File: src/rtl/fetch_pkg.sv
// Shared types and constants for the fetch squash stage: FSM state encoding,
// the default bubble encoding and the legal range of the post-redirect
// squash length.
package fetch_pkg;

   // IDLE: core not running; FETCH: delivering or waiting on the I-cache;
   // SQUASH: counting out the extra bubbles after a redirect.
   typedef enum logic [1:0] {
      IDLE   = 2'd0,
      FETCH  = 2'd1,
      SQUASH = 2'd2
   } fetch_state_t;

   // Encoding injected into the pipe as a bubble.
   localparam logic [15:0] NOP_INSTR = 16'h0000;

   // Extra bubble cycles after the redirect cycle.
   localparam int SQUASH_CYCLES_MIN = 1;
   localparam int SQUASH_CYCLES_MAX = 15;

   // Pull an out-of-range squash length back into the legal window so the
   // counter is never built with a zero or oversized load value.
   function automatic int clamp_squash_cycles(input int n);
      if (n < SQUASH_CYCLES_MIN) return SQUASH_CYCLES_MIN;
      if (n > SQUASH_CYCLES_MAX) return SQUASH_CYCLES_MAX;
      return n;
   endfunction

endpackage

File: src/rtl/fetch_squash_unit_squash_ctr.sv
// Loadable down-counter that times the bubbles following a redirect.
// clear_i has priority over load_i, which has priority over en_i. term_o
// flags the last squash cycle (count == 1) so the owner can leave SQUASH on
// that edge. The count stops at zero if enabled past the terminal value.
module squash_ctr
   import fetch_pkg::*;
#(
   parameter int SQUASH_CYCLES = 1
) (
   input  logic clk,
   input  logic rst,
   input  logic clear_i,
   input  logic load_i,
   input  logic en_i,
   output logic term_o
);

   localparam int LOAD_N = clamp_squash_cycles(SQUASH_CYCLES);
   localparam int CW     = $clog2(LOAD_N + 1);

   logic [CW-1:0] cnt_q;
   logic [CW-1:0] cnt_d;

   // Next count: clear beats load beats decrement.
   always_comb begin
      cnt_d = cnt_q;
      if (clear_i) begin
         cnt_d = '0;
      end else if (load_i) begin
         cnt_d = CW'(LOAD_N);
      end else if (en_i && (cnt_q != '0)) begin
         cnt_d = cnt_q - CW'(1);
      end
   end

   // Count register, cleared asynchronously.
   always_ff @(posedge clk or posedge rst) begin
      if (rst) begin
         cnt_q <= '0;
      end else begin
         cnt_q <= cnt_d;
      end
   end

   assign term_o = (cnt_q == CW'(1));

endmodule

File: src/rtl/fetch_squash_unit.sv
// Registered instruction-delivery stage between the I-cache and IF/ID.
// Injects NOP bubbles while the core is stopped, on I-cache miss, and for
// 1 + SQUASH_CYCLES non-stalled cycles after a jump or mispredict flush.
// Holds its output while stall is high.
//
// Flow control: there is no valid/ready handshake. valid_o only marks
// instr_o as a real instruction. While stall is high the upstream PC logic
// must keep presenting the same instr_i; nothing is captured during stall,
// except that a flush (jump | miss) or run = 0 still takes effect.
//
// Optional feature: define FETCH_BUBBLE_CNT_EN to add bubble_cnt_o, a
// saturating count of every bubble loaded, cleared only by rst.
module fetch_squash_unit
   import fetch_pkg::*;
#(
   parameter int               WIDTH         = 16,
   parameter logic [WIDTH-1:0] NOP           = WIDTH'(NOP_INSTR),
   parameter int               SQUASH_CYCLES = 1
`ifdef FETCH_BUBBLE_CNT_EN
   ,
   parameter int               CNT_W         = 16
`endif
) (
   input  logic             clk,
   input  logic             rst,
   input  logic             run,
   input  logic             i_hit,
   input  logic             jump,
   input  logic             miss,
   input  logic             stall,
   input  logic [WIDTH-1:0] instr_i,
   output logic [WIDTH-1:0] instr_o,
   output logic             valid_o,
   output logic             squashing_o,
   output fetch_state_t     state_o
`ifdef FETCH_BUBBLE_CNT_EN
   ,
   output logic [CNT_W-1:0] bubble_cnt_o
`endif
);

   localparam int SQ_N = clamp_squash_cycles(SQUASH_CYCLES);

   fetch_state_t     state_q;
   logic [WIDTH-1:0] instr_q;
   logic             valid_q;

   logic flush;
   logic in_squash;
   logic sq_clear;
   logic sq_load;
   logic sq_dec;
   logic sq_term;

   assign flush     = jump | miss;
   assign in_squash = (state_q == SQUASH);

   // Counter control mirrors the FSM priority: stop, then redirect, then
   // stall (freeze), then count down while squashing.
   assign sq_clear = ~run;
   assign sq_load  = run & flush;
   assign sq_dec   = run & ~flush & ~stall & in_squash;

   squash_ctr #(
      .SQUASH_CYCLES (SQ_N)
   ) u_squash_ctr (
      .clk     (clk),
      .rst     (rst),
      .clear_i (sq_clear),
      .load_i  (sq_load),
      .en_i    (sq_dec),
      .term_o  (sq_term)
   );

   // Delivery FSM with registered instruction/valid outputs; first match wins.
   always_ff @(posedge clk or posedge rst) begin
      if (rst) begin
         state_q <= IDLE;
         instr_q <= NOP;
         valid_q <= 1'b0;
      end else if (!run) begin
         state_q <= IDLE;
         instr_q <= NOP;
         valid_q <= 1'b0;
      end else if (flush) begin
         // A redirect wins over stall and restarts any squash in progress.
         state_q <= SQUASH;
         instr_q <= NOP;
         valid_q <= 1'b0;
      end else if (stall) begin
         state_q <= state_q;
         instr_q <= instr_q;
         valid_q <= valid_q;
      end else if (in_squash) begin
         instr_q <= NOP;
         valid_q <= 1'b0;
         if (sq_term) begin
            state_q <= FETCH;
         end
      end else if (!i_hit) begin
         state_q <= FETCH;
         instr_q <= NOP;
         valid_q <= 1'b0;
      end else begin
         state_q <= FETCH;
         instr_q <= instr_i;
         valid_q <= 1'b1;
      end
   end

   assign instr_o     = instr_q;
   assign valid_o     = valid_q;
   assign squashing_o = in_squash;
   assign state_o     = state_q;

`ifdef FETCH_BUBBLE_CNT_EN
   logic [CNT_W-1:0] bub_cnt_q;
   logic             bub_inc;

   // A bubble is loaded whenever the FSM takes a branch that writes valid 0
   // while running: a flush, or an unstalled squash / I-cache miss cycle.
   assign bub_inc = run & (flush | (~stall & (in_squash | ~i_hit)));

   // Saturating bubble counter; only rst clears it.
   always_ff @(posedge clk or posedge rst) begin
      if (rst) begin
         bub_cnt_q <= '0;
      end else if (bub_inc && (bub_cnt_q != '1)) begin
         bub_cnt_q <= bub_cnt_q + CNT_W'(1);
      end
   end

   assign bubble_cnt_o = bub_cnt_q;
`endif

endmodule

File: config.mk
export PLATFORM = sky130hd
export DESIGN_NAME = fetch_squash_unit
export DESIGN_NICKNAME = d
export VERILOG_FILES = /design/src/rtl/fetch_pkg.sv /design/src/rtl/fetch_squash_unit_squash_ctr.sv /design/src/rtl/fetch_squash_unit.sv
export SDC_FILE = /design/constraint.sdc
export NUM_CORES = 1
export LEC_CHECK = 0
export BUFFER_PORTS_ARGS = -buffer_cell sky130_fd_sc_hd__clkbuf_2
export CORE_UTILIZATION = 39
export CTS_BUF_LIST = sky130_fd_sc_hd__clkbuf_16
export DETAILED_ROUTE_END_ITERATION = 10
export GPL_TIMING_DRIVEN = 1
export PLACE_DENSITY = 0.69
export RECOVER_POWER = 100
export SLEW_MARGIN = 10
export SYNTH_ARGS = -nofsm -noshare
export SYNTH_HDL_FRONTEND = slang
export SYNTH_SLANG_ARGS = --single-unit
File: constraint.sdc
create_clock -name clk -period 1.1 [get_ports clk]
set_input_delay 0.275 -clock clk [delete_from_list [all_inputs] [get_ports clk]]
set_output_delay 0.275 -clock clk [all_outputs]
set_load 0.02 [all_outputs]
==> Word level (Yosys, flattened, before mapping) <==
Index checks and enable logic that the tools add are counted.
{ "word_totals": {"ff_bits": 20, "in_bits": 23, "out_inout_bits": 20, "elab_cells": 36} }
{ "op_classes": {"n_addsub": 1, "eq_ne": 4, "n_mux": 18, "bitwise_logic": 7, "n_reduce_logical": 2} }
{ "op_table": {"columns": ["op", "n"], "rows": [
  ["2-to-1 mux 16 bit", 5],
  ["2-to-1 mux 2 bit", 5],
  ["2-to-1 mux 1 bit", 8],
  ["bitwise AND 1 bit", 4],
  ["!= test 4 x 3 -> 1 bit (second input constant)", 1],
  ["!= test 3 x 1 -> 1 bit (second input constant)", 1],
  ["!= test 3 x 2 -> 1 bit (second input constant)", 1],
  ["equality test 2 bit (second input constant)", 1],
  ["inverter 1 bit", 2],
  ["AND reduction 2 bit", 1],
  ["logical AND 1 bit", 1],
  ["bitwise OR 1 bit", 1],
  ["subtractor 1 bit (second input constant)", 1]
]} }

==> Logic depth before layout (Yosys ltp) <==
{ "logic_depth": {"ltp_word": 9, "mapped_depth": 5} }

==> By module <==
A second synthesis with hierarchy kept.
{ "hier_totals": {"cells_unflattened": 63, "area_unflattened_um2": 840.8} }
{ "by_module_without_submodules": {"columns": ["mod", "instances", "cells_per_inst", "area_each_um2", "seq_area_each_um2"], "rows": [
  ["fetch_squash_unit", 1, 58, 793.3, 475.5],
  ["squash_ctr", 1, 5, 47.5, 25.0]
]} }

==> Least setup slack after synthesis <==
Ideal clock, no wire load.
{ "synth_timing": {"kind": "reg-to-output", "start": "register state_q[0], in the netlist state_o[0]", "end": "output port squashing_o", "arrival_ns": 1.014, "required_time_ns": 0.825, "setup_slack_ns": -0.189, "stages_incl_launch_ff": 5, "path_buffers": 2, "path_cell_list": "dfrtp_1 > nand2b_4 > buf_6 > buf_8 > inv_1"} }
{ "synth_between": {"elab_chain_cells": 1} }
{ "synth_lines": {"columns": ["element", "line", "rtl"], "rows": [
  ["start, declared", "fetch_squash_unit.sv:44", "fetch_state_t state_q;"],
  ["start signal, assigned", "fetch_squash_unit.sv:91", "state_q <= state_q;"],
  ["equality test 2 bit", "fetch_squash_unit.sv:56", "assign in_squash = (state_q == SQUASH);"],
  ["end, declared", "fetch_squash_unit.sv:34", "output logic squashing_o,"]
]} }
Every way passes these cells.

==> Worst setup path in the final report <==
{ "layout_timing": {"start": "register state_q[1], in the netlist state_o[1]", "end": "output port squashing_o"} }
The elaborated chain is that of the path after synthesis.

==> reports/summary.log <==
INFO  pwr            leakage=0.607nW
INFO  yosys          ys_seq_area_frac=0.584
INFO  setup_path     cp.required=0.82ns
INFO  route          final_antenna_net_count=0
INFO  setup_path     setup.worst_path.end_class=output port
INFO  clock_network  clkTransAtPathRegs=0.05ns
INFO  floorplanning  die_height=48.9µm
INFO  yosys          fraction_of_synthesized_cell_area_taken_by_the_top_area_cell_type=0.584
INFO  setup_path     critical_path.cell_chain=nand2b_4 -> clkinv_4 -> buf_8
INFO  placement      gp_congestion=0.685
INFO  yosys          synth.net_count=99
INFO  outcome        failed_checks=setup timing
INFO  yosys          synth-warning-count=0
INFO  yosys          cells_after_synthesis=76
INFO  pwr            power-per-cell-area=1370nW/µm²
INFO  setup_path     critical_path.max_stage_delay=0.44ns
INFO  global_routing grt_pass1_vias=701
INFO  setup_path     setup.worst_path.start_class=flip-flop
INFO  setup_path     critPathMaxFanout=4
INFO  placement      portBuffers=42
INFO  sta            post_route_clock_skew=0.00373ns
INFO  clock_network  insertion_delay=0.25ns
INFO  sta            final.setup.tns=-1.27ns
INFO  sta            hold_violations=0
INFO  route          wl_per_cell=14.0µm
INFO  floorplanning  num_rows=16
INFO  sta            fmax=813MHz
INFO  cells_and_area area_growth=43.4%
INFO  clock_network  cts-htree-levels=1
INFO  cells_and_area most-common-layout-cells=40 x clkbuf_2, 20 x nor2_1, 18 x dfrtp_1
INFO  outcome        run_status=complete, but fails checks
INFO  global_routing first_pass_grt_wire_length=3.06mm
INFO  setup_path     path_delay_family=flip-flops
INFO  yosys          synth_top_cell_by_area=dfrtp_1
INFO  pwr            power.total=1.69mW
INFO  cells_and_area final_common_cell=clkbuf_2
INFO  worst_hold_path hold_path_class=in -> async
INFO  yosys          synth.distinct_cells=17
INFO  setup_path     rr_worst_depth=4
INFO  sta            rsz0062_at_grt=true
INFO  sta            period_share=1.12
INFO  sta            period_needed=1.23ns
INFO  floorplanning  die_outline_width=48.9µm
INFO  setup_path     timing_worst_setup_path_type=reg -> out
INFO  sta            worst_slew_pin_slew=0.483ns
INFO  clock_network  clock_sink_count=20
INFO  setup_path     crit_buf_inv=2
INFO  cells_and_area finalInstanceArea=1230µm²
INFO  clock_network  cts_tree=yes
INFO  floorplanning  floorplan.initialDensity=0.424
INFO  clock_network  cts_inserted_buffers=3
INFO  placement      place.detailed.hpwl=1.25mm
INFO  sta            setup-violations-final=21
INFO  floorplanning  die_area=2390µm²
INFO  sta            layout_setup_ws=-0.131ns
INFO  global_routing total_congestion_overflow=0
INFO  route          detail_route.vias_per_cell=5.27
INFO  route          detailedRoute.firstIterationViolations=14
INFO  sta            timing_max_transition_violations_final=0
INFO  global_routing largest_net_degree_at_the_start_of_global_routing=21
INFO  route          routed-via-count=770
INFO  cells_and_area post_route_cells_drive_above_1_share=0.504
INFO  yosys          synthesis.area=857µm²
INFO  sta            max_slew_headroom_at_the_worst_pin=0.678
INFO  setup_path     crit_cells=3
INFO  yosys          post_synth.cell_area_avg=11.3µm²
INFO  yosys          synth_top_cells_by_area=dfrtp_1 58%, a32oi_1 16%, nor2_1 8.8%, buf_6 2.6%, a21boi_0 1.8%
INFO  setup_path     cp.arrival=0.96ns
INFO  setup_path     crit_slowest_cell=dfrtp_2
INFO  pwr            worst_ir_drop_vdd=0.795mV
INFO  route          drtPass1Iterations=4
INFO  cells_and_area n_antenna_cell=0
INFO  cells_and_area filler_cell_count=184
INFO  flow_run       maxCapViolations=0
INFO  clock_network  cts_root_buf=clkbuf_16
INFO  cells_and_area layout.nets=143
INFO  global_routing antenna_found_initial=0
INFO  route          drt_drc_violations_left=0
INFO  floorplanning  num_io_pins=43
INFO  floorplanning  fp.coreArea=2020µm²
INFO  yosys          synth_seq_cells=20
INFO  global_routing groute.usage.overall=0.170
INFO  placement      placedInstanceArea=1070µm²
INFO  route          finalWirelength=2.05mm
INFO  clock_network  clock_tree.buffer_depth=2
flip-flops by register name, summed over array words and instances (netlist names):
register / count
instr_o: 16
state_o: 2
valid_o: 1
u_squash_ctr.term_o: 1
worst paths after layout:
check / startpoint / end / slack [ns]
max: state_o[1] / squashing_o / -0.13
min: rst / instr_o[3] / 0.10
max reg2reg: state_o[0] / instr_o[0] / -0.09
min reg2reg: instr_o[6] / instr_o[6] / 0.51
max in group asynchronous: rst / state_o[0] / 0.64
min in group clk: run / u_squash_ctr.term_o / 0.29
per-stage QoR:
step	util	cells	hold slack [ns]	setup WS (ns)
3_3_place_gp	0.530	141	0.287	-0.511
3_5_place_dp	0.530	141	0.292	-0.504
2_1_floorplan	-	76	0.239	-0.0891
5_1_grt	0.608	146	0.155	-0.153
6_report	0.608	146	0.101	-0.131
4_1_cts	0.587	146	0.0296	-0.159
cells in the mapped netlist (all sizes together):
master / instances
nand2: 1
nor2b: 1
clkbuf: 1
a21boi: 2
or2b: 1
buf: 6
a22oi: 1
o21ai: 2
nor2: 20
a32oi: 16
dfrtp: 20
inv: 3
nand2b: 1
a21oi: 1
report_power, final:
part           switching [mW]  internal (mW)
clock network           0.239          0.483
logic                   0.117         0.0886
registers             0.00944          0.748
total                   0.365           1.32
layer usage:
layer | vias to the layer above | global-route usage | wire length (µm)
met3 | 5 | 0.0280 | 54
met4 | 0 | 0.0882 | 34
met2 | 21 | 0.285 | 1140
met1 | 381 | 0.210 | 823
li1 | 363 | - | -
met5 | - | 0 | 0
cells by family (layout without fill, tap and decap cells):
family | after synthesis | count (layout) | synth area share
simple gates | 24 | 24 | 0.127
buf+inv | 10 | 53 | 0.0817
compound gates | 22 | 22 | 0.207
flops | 20 | 20 | 0.584
final cells by class:
type	instances	area, µm²	share of cell area
Tap cell	27	33.8	0.0275
Clock inverter	1	3.75	0.00305
Inverter	3	16.3	0.0132
Multi-Input combinational cell	46	332	0.270
Clock buffer	3	75.1	0.0611
Timing Repair Buffer	46	265	0.216
Sequential cell	20	503	0.409
worst register-to-register path: stages, from the launching register on:
cell	delay [ns]
dfrtp_2	0.40
nand2b_4	0.16
buf_4	0.21
a32oi_2	0.22
nor2_1	0.07
what timing repair did:
action / 4_1_cts / 5_1_grt
gates resized for setup: 7 / 8
setup endpoints to repair: 20 / 21
hold buffers: 0 / 0
pin swaps: 0 / 1
buffers inserted: 1 / 0
cloned: 0 / 0
Note: power is estimated with default switching activity, not from simulation.
